===== config.mk =====
export PLATFORM = sky130hd
export DESIGN_NAME = fetch_unit_flat
export DESIGN_NICKNAME = d
export VERILOG_FILES = /design/src/rtl/fetch_unit_pkg.sv /design/src/rtl/fetch_unit_if.sv /design/src/rtl/fetch_queue.sv /design/src/rtl/fetch_unit.sv /design/src/flat_wrapper.sv
export SDC_FILE = /design/constraint.sdc
export NUM_CORES = 1
export LEC_CHECK = 0
export BUFFER_PORTS_ARGS = -buffer_cell sky130_fd_sc_hd__buf_4
export CAP_MARGIN = 20
export CORE_ASPECT_RATIO = 1.2
export CORE_MARGIN = 1.5
export CORE_UTILIZATION = 35
export CTS_BUF_LIST = sky130_fd_sc_hd__clkbuf_4 sky130_fd_sc_hd__clkbuf_8
export CTS_CLUSTER_DIAMETER = 50
export DETAILED_ROUTE_END_ITERATION = 16
export GPL_ROUTABILITY_DRIVEN = 0
export HOLD_SLACK_MARGIN = 0.03
export SYNTH_ARGS = -nofsm -noshare
export SYNTH_HDL_FRONTEND = slang
export SYNTH_SLANG_ARGS = --single-unit

===== constraint.sdc =====
create_clock -name clock -period 4.7 [get_ports clock]
set_input_delay 0.94 -clock clock [delete_from_list [all_inputs] [get_ports clock]]
set_output_delay 0.94 -clock clock [all_outputs]
set_load 0.01 [all_outputs]

===== src/rtl/fetch_unit_pkg.sv =====
// Shared types and constants for the instruction fetch unit.
// Holds the FSM state encoding, queue entry layout and the PC alignment helper.
package fetch_unit_pkg;

   localparam int unsigned INSTR_W = 32;
   localparam int unsigned ADDR_W  = 64;
   localparam int unsigned PC_STEP = 4;
   localparam int unsigned CNT_W   = 2;

   typedef enum logic [1:0] {
      IDLE  = 2'd0,
      WAIT  = 2'd1,
      DRAIN = 2'd2
   } state_t;

   typedef struct packed {
      logic [INSTR_W-1:0] instr;
      logic [ADDR_W-1:0]  pc;
   } fetch_entry_t;

   // Clear the byte offset so redirects always land on a word boundary.
   function automatic logic [ADDR_W-1:0] align_word(input logic [ADDR_W-1:0] addr);
      return addr & ~ADDR_W'(PC_STEP - 1);
   endfunction

endpackage


===== src/rtl/fetch_unit_if.sv =====
// Cache, decoder and redirect signals of the fetch unit grouped in one bundle.
// master is the fetch unit side, slave is the cache/decoder/execute side.
interface fetch_unit_if;
   import fetch_unit_pkg::*;

   logic               imemReq;
   logic [ADDR_W-1:0]  imemAddr;
   logic               imemValid;
   logic [INSTR_W-1:0] imemData;
   logic               instrValid;
   logic               instrReady;
   logic [INSTR_W-1:0] instruction;
   logic [ADDR_W-1:0]  instrPC;
   logic               branchTaken;
   logic [ADDR_W-1:0]  branchTarget;

   modport master (
      output imemReq, imemAddr, instrValid, instruction, instrPC,
      input  imemValid, imemData, instrReady, branchTaken, branchTarget
   );

   modport slave (
      input  imemReq, imemAddr, instrValid, instruction, instrPC,
      output imemValid, imemData, instrReady, branchTaken, branchTarget
   );

endinterface


===== src/rtl/fetch_queue.sv =====
// Two-entry shift FIFO for fetched instructions; slot0 is always the head.
// Flush wins over push and pop; pop happens before push in the same cycle.
module fetch_queue
   import fetch_unit_pkg::*;
#(
   parameter int unsigned DEPTH = 2
) (
   input  logic             clock,
   input  logic             resetN,
   input  logic             push,
   input  fetch_entry_t     push_entry,
   input  logic             pop,
   input  logic             flush,
   output fetch_entry_t     head,
   output logic             valid,
   output logic [CNT_W-1:0] count
);

   fetch_entry_t     slot0_q, slot0_d;
   fetch_entry_t     slot1_q, slot1_d;
   logic [CNT_W-1:0] count_q, count_d;
   logic             valid_q, valid_d;
   logic             do_pop;
   logic             do_push;

   // Next-state: shift on pop, then append at the first free slot.
   always_comb begin
      slot0_d = slot0_q;
      slot1_d = slot1_q;
      count_d = count_q;
      do_pop  = pop && (count_q != '0);
      do_push = 1'b0;
      if (flush) begin
         count_d = '0;
      end else begin
         if (do_pop) begin
            slot0_d = slot1_q;
            count_d = count_q - CNT_W'(1);
         end
         do_push = push && (count_d < CNT_W'(DEPTH));
         if (do_push) begin
            if (count_d == '0) begin
               slot0_d = push_entry;
            end else begin
               slot1_d = push_entry;
            end
            count_d = count_d + CNT_W'(1);
         end
      end
      valid_d = (count_d != '0);
   end

   always_ff @(posedge clock or negedge resetN) begin
      if (!resetN) begin
         slot0_q <= '0;
         slot1_q <= '0;
         count_q <= '0;
         valid_q <= 1'b0;
      end else begin
         slot0_q <= slot0_d;
         slot1_q <= slot1_d;
         count_q <= count_d;
         valid_q <= valid_d;
      end
   end

   assign head  = slot0_q;
   assign valid = valid_q;
   assign count = count_q;

endmodule


===== src/rtl/fetch_unit.sv =====
// Instruction fetch unit: one outstanding cache request, PC sequencing and
// branch redirect, feeding a two-entry instruction queue toward the decoder.
module fetch_unit
   import fetch_unit_pkg::*;
#(
   parameter logic [ADDR_W-1:0] RESET_PC = 64'h0,
   parameter int unsigned       QDEPTH   = 2
) (
   input logic           clock,
   input logic           resetN,
   fetch_unit_if.master  bus
);

   state_t            state_q, state_d;
   logic [ADDR_W-1:0] pc_q, pc_d;
   logic [ADDR_W-1:0] addr_q, addr_d;
   logic              req_q, req_d;

   logic              q_push;
   logic              q_pop;
   logic              q_flush;
   fetch_entry_t      q_entry;
   fetch_entry_t      q_head;
   logic              q_valid;
   logic [CNT_W-1:0]  q_count;

   // Next-state, PC update and queue control.
   always_comb begin
      state_d       = state_q;
      pc_d          = pc_q;
      addr_d        = addr_q;
      q_push        = 1'b0;
      q_flush       = bus.branchTaken;
      q_pop         = bus.instrReady && q_valid && !bus.branchTaken;
      q_entry.instr = bus.imemData;
      q_entry.pc    = addr_q;

      if (bus.branchTaken) begin
         pc_d = align_word(bus.branchTarget);
      end

      unique case (state_q)
         IDLE: begin
            // Issue only when the response is guaranteed a free slot.
            if (!bus.branchTaken && (q_count < CNT_W'(QDEPTH))) begin
               state_d = WAIT;
               addr_d  = pc_q;
               pc_d    = pc_q + ADDR_W'(PC_STEP);
            end
         end
         WAIT: begin
            if (bus.branchTaken) begin
               state_d = bus.imemValid ? IDLE : DRAIN;
            end else if (bus.imemValid) begin
               q_push  = 1'b1;
               state_d = IDLE;
            end
         end
         DRAIN: begin
            // The stale response is swallowed; redirects only move the PC.
            if (bus.imemValid) begin
               state_d = IDLE;
            end
         end
         default: begin
            state_d = IDLE;
         end
      endcase

      req_d = (state_d != IDLE);
   end

   always_ff @(posedge clock or negedge resetN) begin
      if (!resetN) begin
         state_q <= IDLE;
         pc_q    <= RESET_PC;
         addr_q  <= '0;
         req_q   <= 1'b0;
      end else begin
         state_q <= state_d;
         pc_q    <= pc_d;
         addr_q  <= addr_d;
         req_q   <= req_d;
      end
   end

   fetch_queue #(
      .DEPTH (QDEPTH)
   ) u_queue (
      .clock      (clock),
      .resetN     (resetN),
      .push       (q_push),
      .push_entry (q_entry),
      .pop        (q_pop),
      .flush      (q_flush),
      .head       (q_head),
      .valid      (q_valid),
      .count      (q_count)
   );

   assign bus.imemReq     = req_q;
   assign bus.imemAddr    = addr_q;
   assign bus.instrValid  = q_valid;
   assign bus.instruction = q_head.instr;
   assign bus.instrPC     = q_head.pc;

endmodule


===== src/flat_wrapper.sv =====
// flat-port wrapper written by rule: the top's interface ports become plain ports
module fetch_unit_flat import fetch_unit_pkg::*;
#(
   parameter logic [ADDR_W-1:0] RESET_PC = 64'h0,
   parameter int unsigned       QDEPTH   = 2
)
  (clock, resetN, bus_imemReq, bus_imemAddr, bus_instrValid, bus_instruction, bus_instrPC, bus_imemValid, bus_imemData, bus_instrReady, bus_branchTaken, bus_branchTarget);
  fetch_unit_if bus_i ();
  input logic clock;
  input logic resetN;
  output wire logic [$bits(bus_i.imemReq)-1:0] bus_imemReq;
  output wire logic [$bits(bus_i.imemAddr)-1:0] bus_imemAddr;
  output wire logic [$bits(bus_i.instrValid)-1:0] bus_instrValid;
  output wire logic [$bits(bus_i.instruction)-1:0] bus_instruction;
  output wire logic [$bits(bus_i.instrPC)-1:0] bus_instrPC;
  input wire logic [$bits(bus_i.imemValid)-1:0] bus_imemValid;
  input wire logic [$bits(bus_i.imemData)-1:0] bus_imemData;
  input wire logic [$bits(bus_i.instrReady)-1:0] bus_instrReady;
  input wire logic [$bits(bus_i.branchTaken)-1:0] bus_branchTaken;
  input wire logic [$bits(bus_i.branchTarget)-1:0] bus_branchTarget;
  assign bus_imemReq = bus_i.imemReq;
  assign bus_imemAddr = bus_i.imemAddr;
  assign bus_instrValid = bus_i.instrValid;
  assign bus_instruction = bus_i.instruction;
  assign bus_instrPC = bus_i.instrPC;
  assign bus_i.imemValid = bus_imemValid;
  assign bus_i.imemData = bus_imemData;
  assign bus_i.instrReady = bus_instrReady;
  assign bus_i.branchTaken = bus_branchTaken;
  assign bus_i.branchTarget = bus_branchTarget;
  fetch_unit #(.RESET_PC(RESET_PC), .QDEPTH(QDEPTH)) u_core (.clock(clock), .resetN(resetN), .bus(bus_i));
endmodule

* Word level (Yosys, flattened, before mapping) *
Cells that the tools add are included.

word-level totals
  register bits after elaboration = 326
  input port bits = 101

operators by class
  $add $sub $neg = 3
  $lt $le $gt $ge = 2
  equal/unequal tests = 2
  multiplexer cells = 18
  bitwise logic cells = 2
  reductions and logical operators = 13

operator list
  cell                                                                 number
  96-bit 2-to-1 mux                                                    3
  64-bit 2-to-1 mux                                                    3
  64-bit by 3-bit adder with 64-bit output (second input constant)     1
  2-bit 2-to-1 mux                                                     8
  2-bit case mux with 3 select lines                                   1
  2-bit nonzero test                                                   3
  1-bit logical AND                                                    5
  2-bit zero test                                                      2
  2-bit less-than comparator (second input constant)                   2
  1-bit 2-to-1 mux                                                     3
  3-bit AND reduction                                                  1
  2-bit by 1-bit adder with 2-bit output (second input constant)       1
  2-bit by 1-bit == test with 1-bit output (second input constant)     1
  2-bit == test (second input constant)                                1
  1-bit inverter                                                       2
  2-bit AND reduction                                                  1
  2-bit by 1-bit subtractor with 2-bit output (second input constant)  1
  1-bit zero test                                                      1

* Logic depth before layout (Yosys ltp) *
Gate-level depths: netlist (run 1).

  depth after elaboration = 10
  gate-level depth with buffers = 13

* Hierarchy *
A second synthesis (run 1) with hierarchy kept.

second synthesis, totals
  cells, all modules = 1161
  area, all modules = 14219.9 µm²

modules (own cells, without submodules)
  module       times used  cells an instance  area an instance (µm²)  seq. area each (µm²)
  fetch_queue  1           550                7923.8                  4879.7
  fetch_unit   1           611                6296.0                  3278.1

* Least setup slack after synthesis (run 1) *
No wires, ideal clock.

  path type = input to register
  start point = input bus_branchTaken
  end point = register u_core.u_queue.slot1_q[64] in the netlist's numbering
  arrival = 3.526 ns
  data required time = 4.575 ns
  setup slack = 1.049 ns
  cell stages on the path = 9
  path buffers = 3
  cells stage by stage = clkbuf_1 and4bb_1 mux2i_1 inv_1 ha_1 nor4_1 clkbuf_1 buf_2 mux2_2

on the way
  cells in the longest elaborated chain, start to end = 8
  elaborated cells between the ends (all ways) = 13
  classes of those cells = 1 x order compare; 4 x mux; 2 x bitwise; 6 x reduce/logical

RTL lines
  element                                                               line                                  RTL
  start: declaration                                                    flat_wrapper.sv:19                    input wire logic [$bits(bus_i.branchTaken)-1:0] bus_branchTaken;
  1-bit zero test                                                       fetch_unit.sv:34                      q_pop = bus.instrReady && q_valid && !bus.branchTaken;
  1-bit logical AND                                                     fetch_unit.sv:34
  1-bit logical AND                                                     fetch_queue.sv:31                     do_pop = pop && (count_q != '0);
  2-bit 2-to-1 mux                                                      fetch_queue.sv:36                     if (do_pop) begin
  2-bit 2-to-1 mux                                                      fetch_queue.sv:33                     if (flush) begin
  2-bit less-than comparator / 2-bit zero test (equally long branches)  fetch_queue.sv:40, fetch_queue.sv:42
  1-bit logical AND / 1-bit inverter (equally long branches)            --
  3-bit AND reduction (no line) (*)                                     --
  end signal: assignment                                                fetch_queue.sv:61                     slot1_q <= slot1_d;
  end: declaration                                                      fetch_queue.sv:20                     fetch_entry_t slot1_q, slot1_d;

Mark *: on every way between the ends. The rest lies on a longest branch, timed or not. The select of a mux whose other input is x is not followed.
A chain may end at the register's enable or synchronous reset.

* Worst setup path after layout (run 1) *
  start point = register u_core.u_queue.count_q[1] (netlist: u_core.u_queue.count[1])
  end point = register u_core.u_queue.slot1_q[29] in the netlist's numbering

on the way
  cells in the longest elaborated chain, start to end = 7
  elaborated cells between the ends (all ways) = 10
  classes of those cells = 1 x add/sub; 1 x order compare; 2 x mux; 1 x bitwise; 5 x reduce/logical

RTL lines
  element                                                                                              line                                  RTL
  start: declaration                                                                                   fetch_queue.sv:21                     logic [CNT_W-1:0] count_q, count_d;
  start signal: assignment                                                                             fetch_queue.sv:62                     count_q <= count_d;
  parallel branches: the longest is 2 deep, another holds 2-bit by 1-bit subtractor with 2-bit output  --
  2-bit 2-to-1 mux (*)                                                                                 fetch_queue.sv:36
  2-bit 2-to-1 mux (*)                                                                                 fetch_queue.sv:33
  2-bit less-than comparator / 2-bit zero test (equally long branches)                                 fetch_queue.sv:40, fetch_queue.sv:42
  1-bit logical AND / 1-bit inverter (equally long branches)                                           --
  3-bit AND reduction (no line) (*)                                                                    --

Mark *: on every way between the ends. The select of a mux whose other input is x is not followed.

==> impl_results.md, run 1 <==
* Sum Neg Setup Slack at 0 ns
* Vias at roughly 10000
* Layout fillers at between 3000 and 4000
* Nets at around 1500
* Maximum vdd drop at about 0.27 mV
* Die area at approximately 42000 um^2
* Post-synth ARST share at between 90% and 100%
* Clk_skew at approximately 0.027 ns
* Pre-antenna DRT Iters at 5
* Die H at 223.4 um
* # IOs at 263
* Mapped Cells at about 1100
* Max Fclk at 279.4 MHz
* Initial antenna violation count at 3
* DP Area at 16710 um^2
* Ys flop type: dfrtp_1
* Unique masters post-synth at between 40 and 50
* Synthesized area at roughly 14000 um^2
* Final worst slack at approximately 1.1 ns
* Tmin final at about 3.6 ns
* Dpl hpwl at 24510 um
* Resized Gates After CTS at 0
* First-pass GRT wire length at between 50000 and 60000 um
* Post-Place Worst Slack at 0.8669 ns
* Hold-fix buffers, CTS at 0
* Lkg Pwr at around 7.6 nW
* Synth Register Bits at between 300 and 400
* Cell Pwr Density at approximately 530 nW/um^2
* Final setup viols at 0
* Post-DRT Antenna Nets at 0
* Worst-Margin Slew at 1.080 ns
* Outcome: completed
* Post-synth EDFFs at 0
* Crit path arrival time at around 4.0 ns
* Largest net degree at the start of global routing at approximately 110
* CP Class: flip-flop to flip-flop
* Clk buf depth at 3
* Max Cap Viol at 0
* Aggregate global routing overflow at 0
* Total wire length at 37470 um
* Most frequent cells in the layout: dfrtp_1 (326), buf_4 (270), mux2_2 (162)
* CTS clk-pin slew, worst paths at about 0.060 ns
* Clk sinks at 326
* Syn avg cell area at around 12 um^2
* H-tree depth reported by CTS at 2
* Gr usage total at between 15 and 20%
* Core area at about 40000 um^2
* Root Buffer: clkbuf_8
* Drt wl/cell at about 19 um
* CP Launch Type: flip-flop
* Share of layout cells above drive strength 1 at slightly above 50%
* Leading cell type in the layout, fill and taps excluded: dfrtp_1
* Worst slew margin at about 28%
* CTS tree: built
* Hold Slack at 0.4070 ns
* Hold WC Path Type: primary input to async pin
* Synth Net Count at around 1200
* Fin crit share at between 70% and 80%
* Die Wd at roughly 190 um
* Required @ worst endpoint at about 5.2 ns
* Yosys warning total at 0
* Vias in the first global route at approximately 10000
* DRC Markers at 0
* Worst-path fanout max at 56
* Final Power at 0.009422 W
* CTS Buf Count at 54
* RSZ-0062 raised after global routing: false
* Clock Latency Late Sink at approximately 0.6 ns
* Postcts setup bufs at 0
* Worst Setup End Kind: flip-flop
* Vias per Instance at ~5
* Final instance area at 17820 um^2
* Slew Viols, Final at 0
* Initial Util at 35.56%
* DR iter-0 viols at 550
* Final-report hold violation count at 0
* Std-Cell Rows at 80
* Register area share after synthesis at around 58%
* Area Growth Syn to Fin at 25.76%
* Port bufs at 260
## worst max-delay path, stage by stage (launching register included)
cell and delay [ns]:
dfrtp_1 0.51, inv_1 0.13, ha_1 0.19, and4bb_1 0.43, mux2i_1 0.49, inv_1 0.09
ha_1 0.22, nor4_2 0.56, buf_12 0.33, mux2_2 0.39
## final timing paths
kind                                                  from                         end  slack [ns]  cells past startpoint
worst max-delay path               u_core.u_queue.count[1]  u_core.u_queue.slot1_q[29]        1.12                      9
worst min-delay path                                resetN     u_core.u_queue.head[12]        0.41                      1
worst max register to register     u_core.u_queue.count[1]  u_core.u_queue.slot1_q[29]        1.12                      9
worst min register to register  u_core.u_queue.slot1_q[47]  u_core.u_queue.slot1_q[47]        0.50                      1
max in group asynchronous                           resetN             u_core.pc_q[49]        3.32                      2
min in group clock              u_core.u_queue.slot1_q[47]  u_core.u_queue.slot1_q[47]        0.50                      1
## cell type report
class	count	area [um^2]	share of cell area (%)
inverters	9	33.78	0.1896
clock inverters	8	42.54	0.2388
clock buffers	84	1062	5.962
well taps	533	666.9	3.743
diodes	2	5.005	0.02809
repair buffers	276	2142	12.02
flip-flops and latches	326	8158	45.79
multi-input cells	724	5707	32.03
## power by group
group	internal, W	switching [W]
Combinational	0.00152	0.000941
Sequential	0.00374	0.000665
Clock	0.00142	0.00113
## sequential cells by signal, summed over array words and instances, names as in the netlist
name / count
u_core.u_queue.valid: 1
u_core.pc_q: 64
u_core.u_queue.slot1_q: 96
u_core.bus.imemReq: 1
u_core.bus.imemAddr: 64
u_core.state_q: 2
u_core.u_queue.count: 2
u_core.u_queue.head: 96
## logic make-up (layout without fill, tap and decap cells)
group	after synthesis	in the layout	share of synthesized area, %
AND/OR/NAND/NOR	332	332	13.06
flip-flops	326	326	57.58
AO/OA/AOI/OAI	177	177	10.71
multiplexers	164	164	13.02
buffers and inverters	84	377	2.393
XOR/XNOR	48	48	2.967
adder cells (fa/ha/maj)	3	3	0.2650
other	0	2	0
## per-layer routing
layer  vias to the layer above  wire length (um)  track usage, %
li1                       4673                 -               -
met1                      5099             16260           23.58
met2                       265             18150           29.60
met3                        66              2124           3.996
met4                         2               924           5.853
met5                         -                10               0
## metrics by stage
stage	util [%]	instances
after global routing	44.72	1962
after CTS	44.71	1960
after global placement	41.94	1868
after floorplan	-	1134
final	44.72	1962
after detailed placement	41.94	1868
## Yosys cell counts, types with 13 or more instances
cell type | n | area [um^2]
dfrtp_1 | 326 | 8158
mux2_2 | 162 | 1824
or2_2 | 98 | 613.1
o221a_2 | 96 | 1081
nand2_1 | 73 | 274.0
clkbuf_1 | 62 | 232.7
o21ai_0 | 62 | 310.3
xnor2_1 | 29 | 254.0
nand4_1 | 27 | 168.9
nand3_1 | 24 | 120.1
nor2_1 | 24 | 90.09
xor2_1 | 19 | 166.4
nor4_1 | 18 | 112.6
nor3_1 | 16 | 80.08
or3_1 | 16 | 100.1
a31oi_1 | 13 | 81.33
No activity file was read; power rests on OpenSTA's default activity.
==> run 2: changes to the inputs <==
- clock period: 4.7 -> 3.2 ns (I/O delays scaled with it)
==> impl_results.md, run 2 (synthesis gave the netlist of run 1 again) <==
* Outcome: completed
* Layout fillers at 3737 (-1.6%)
* Clk sinks at 326 (unchanged)
* DR iter-0 viols at 591 (+7.5%)
* Clk_skew at 0.02308 ns (-0.004105 ns)
* Area Growth Syn to Fin at 28.08%
* Worst-Margin Slew at 0.9469 ns (-0.1327 ns)
* Aggregate global routing overflow at 0 (unchanged)
* Worst-path fanout max at 96 (+71%)
* First-pass GRT wire length at 60960 um (+1.7%)
* Die Wd at 186.7 um (unchanged)
* Maximum vdd drop at 0.4549 mV (+69%)
* Resized Gates After CTS at 0 (unchanged)
* Initial antenna violation count at 4 (+1)
* Postcts setup bufs at 0 (unchanged)
* Vias at 10078 (-0.27%)
* Die area at 41700 um^2 (unchanged)
* Pre-antenna DRT Iters at 7 (+2)
* Required @ worst endpoint at 3.68 ns (-1.48 ns)
* Tmin final at 3.090 ns (-0.4890 ns)
* Fin crit share at 96.56% (+20 points)
* RSZ-0062 raised after global routing: false
* Port bufs at 260 (unchanged)
* H-tree depth reported by CTS at 2 (unchanged)
* Finished Layout Cells at 1985 (+1.2%)
* Hold WC Path Type: primary input to async pin
* Worst slew margin at 36.88% (+8.8 points)
* Std-Cell Rows at 80 (unchanged)
* Hold-fix buffers, CTS at 0 (unchanged)
* CTS Buf Count at 54 (unchanged)
* Core area at 39840 um^2 (unchanged)
* CP Class: flip-flop to flip-flop
* CP startpoint: u_core.u_queue.count[1]
* Lkg Pwr at 7.817 nW (+2.3%)
* Vias per Instance at 5.077 (-1.4%)
* DRC Markers at 0 (unchanged)
* Drt wl/cell at 19.15 um (+0.26%)
* Final-report hold violation count at 0 (unchanged)
* Clock Latency Late Sink at 0.62 ns (+0.03 ns)
* Initial Util at 35.56% (unchanged)
* Final setup viols at 0 (unchanged)
* Max Cap Viol at 0 (unchanged)
* Total wire length at 38000 um (+1.4%)
* Util after Layout at 45.55% (+0.83 points)
* DP Cell Count at 1887 (+1.0%)
* Gr usage total at 18.48% (+0.48 points)
* FF-to-FF setup slack at 0.11 ns (-1.01 ns)
* Nets at 1514 (+1.3%)
* Post-DRT Antenna Nets at 0 (unchanged)
* Share of layout cells above drive strength 1 at 52.34% (+0.84 points)
* Most frequent cells in the layout: dfrtp_1 (326), buf_4 (286), mux2_2 (162)
* Leading cell type in the layout, fill and taps excluded: dfrtp_1
* # IOs at 263 (unchanged)
* Slew Viols, Final at 0 (unchanged)
* Crit path arrival time at 3.57 ns (-0.47 ns)
* Die H at 223.4 um (unchanged)
* Cell Pwr Density at 785.8 nW/um^2 (+49%)
* CTS clk-pin slew, worst paths at 0.06 ns (about the same)
* Clk buf depth at 3 (unchanged)
* Vias in the first global route at 10502 (+1.7%)
* Dpl hpwl at 25340 um (+3.3%)
* Worst Setup End Kind: flip-flop
* Worst r2r src: u_core.u_queue.count[1]
* CP Launch Type: flip-flop
* Crit path capture: u_core.u_queue.head[90]
* Worst Reg-to-Reg Cells at 10 (+1)
* Sum Neg Setup Slack at 0 ns (unchanged)
* Largest net degree at the start of global routing at 102 (-3.8%)
* CTS tree: built
* Critical R2R Capture: u_core.u_queue.head[90]
* Max Fclk at 323.6 MHz (+16%)
* Root Buffer: clkbuf_8
==> run 2: power by group <==
group          internal, W  switching [W]  leakage (nW)
logic              0.00226        0.00140          3.21
registers          0.00550       0.000985          3.95
clock network      0.00242        0.00170         0.655
total               0.0102        0.00409          7.82
==> run 2: worst min path at each step <==
stage / startpoint / cells past startpoint / slack, ns / endpoint
after floorplan: resetN / 0 / 0.34 / u_core.bus.imemAddr[0]
after global placement: u_core.pc_q[0] / 1 / 0.48 / u_core.pc_q[0]
after detailed placement: u_core.u_queue.slot1_q[51] / 1 / 0.49 / u_core.u_queue.slot1_q[51]
after CTS: resetN / 1 / 0.05 / u_core.u_queue.slot1_q[21]
after global routing: resetN / 1 / 0.08 / u_core.u_queue.head[21]
final: resetN / 1 / 0.04 / u_core.u_queue.head[17]
==> run 2: critical path, cell delays in order, from the launching register on <==
cell and delay [ns]:
dfrtp_1 0.48, inv_1 0.14, ha_1 0.19, and4bb_1 0.32, buf_4 0.17, xnor2_1 0.17
ha_1 0.26, nand2_1 0.15, or3_4 0.36, buf_12 0.22, o221a_2 0.37
==> run 2: final cells by class <==
cell class	count	area [um^2]	area share (%)
clock inverter	8	92.59	0.5102
antenna	2	5.005	0.02758
tap	533	666.9	3.675
clock buffer	88	1149	6.330
inverter	9	33.78	0.1862
multi-input combinational	724	5719	31.52
sequential	326	8158	44.96
timing repair buffer	295	2322	12.80
==> run 2: metal layers <==
| layer | part of all wire, % | GRT usage [%] |
|---|---|---|
| met1 | 42 | 23.60 |
| met3 | 5.9 | 4.342 |
| met2 | 49 | 30.25 |
| met4 | 3.1 | 7.466 |
| met5 | 0.082 | 0 |
==> run 2: stage by stage <==
step / hold WS (ns) / area (um^2) / power, W / setup WS (ns)
2_1_floorplan: 0.3444 / 14180 / 0.008193 / 0.08914
3_3_place_gp: 0.4790 / 16900 / 0.01015 / 0.2464
3_5_place_dp: 0.4879 / 16900 / 0.01026 / 0.1771
4_1_cts: 0.05003 / 18140 / 0.01449 / 0.1436
5_1_grt: 0.07712 / 18150 / 0.01511 / 0.02480
6_report: 0.04461 / 18150 / 0.01426 / 0.1102
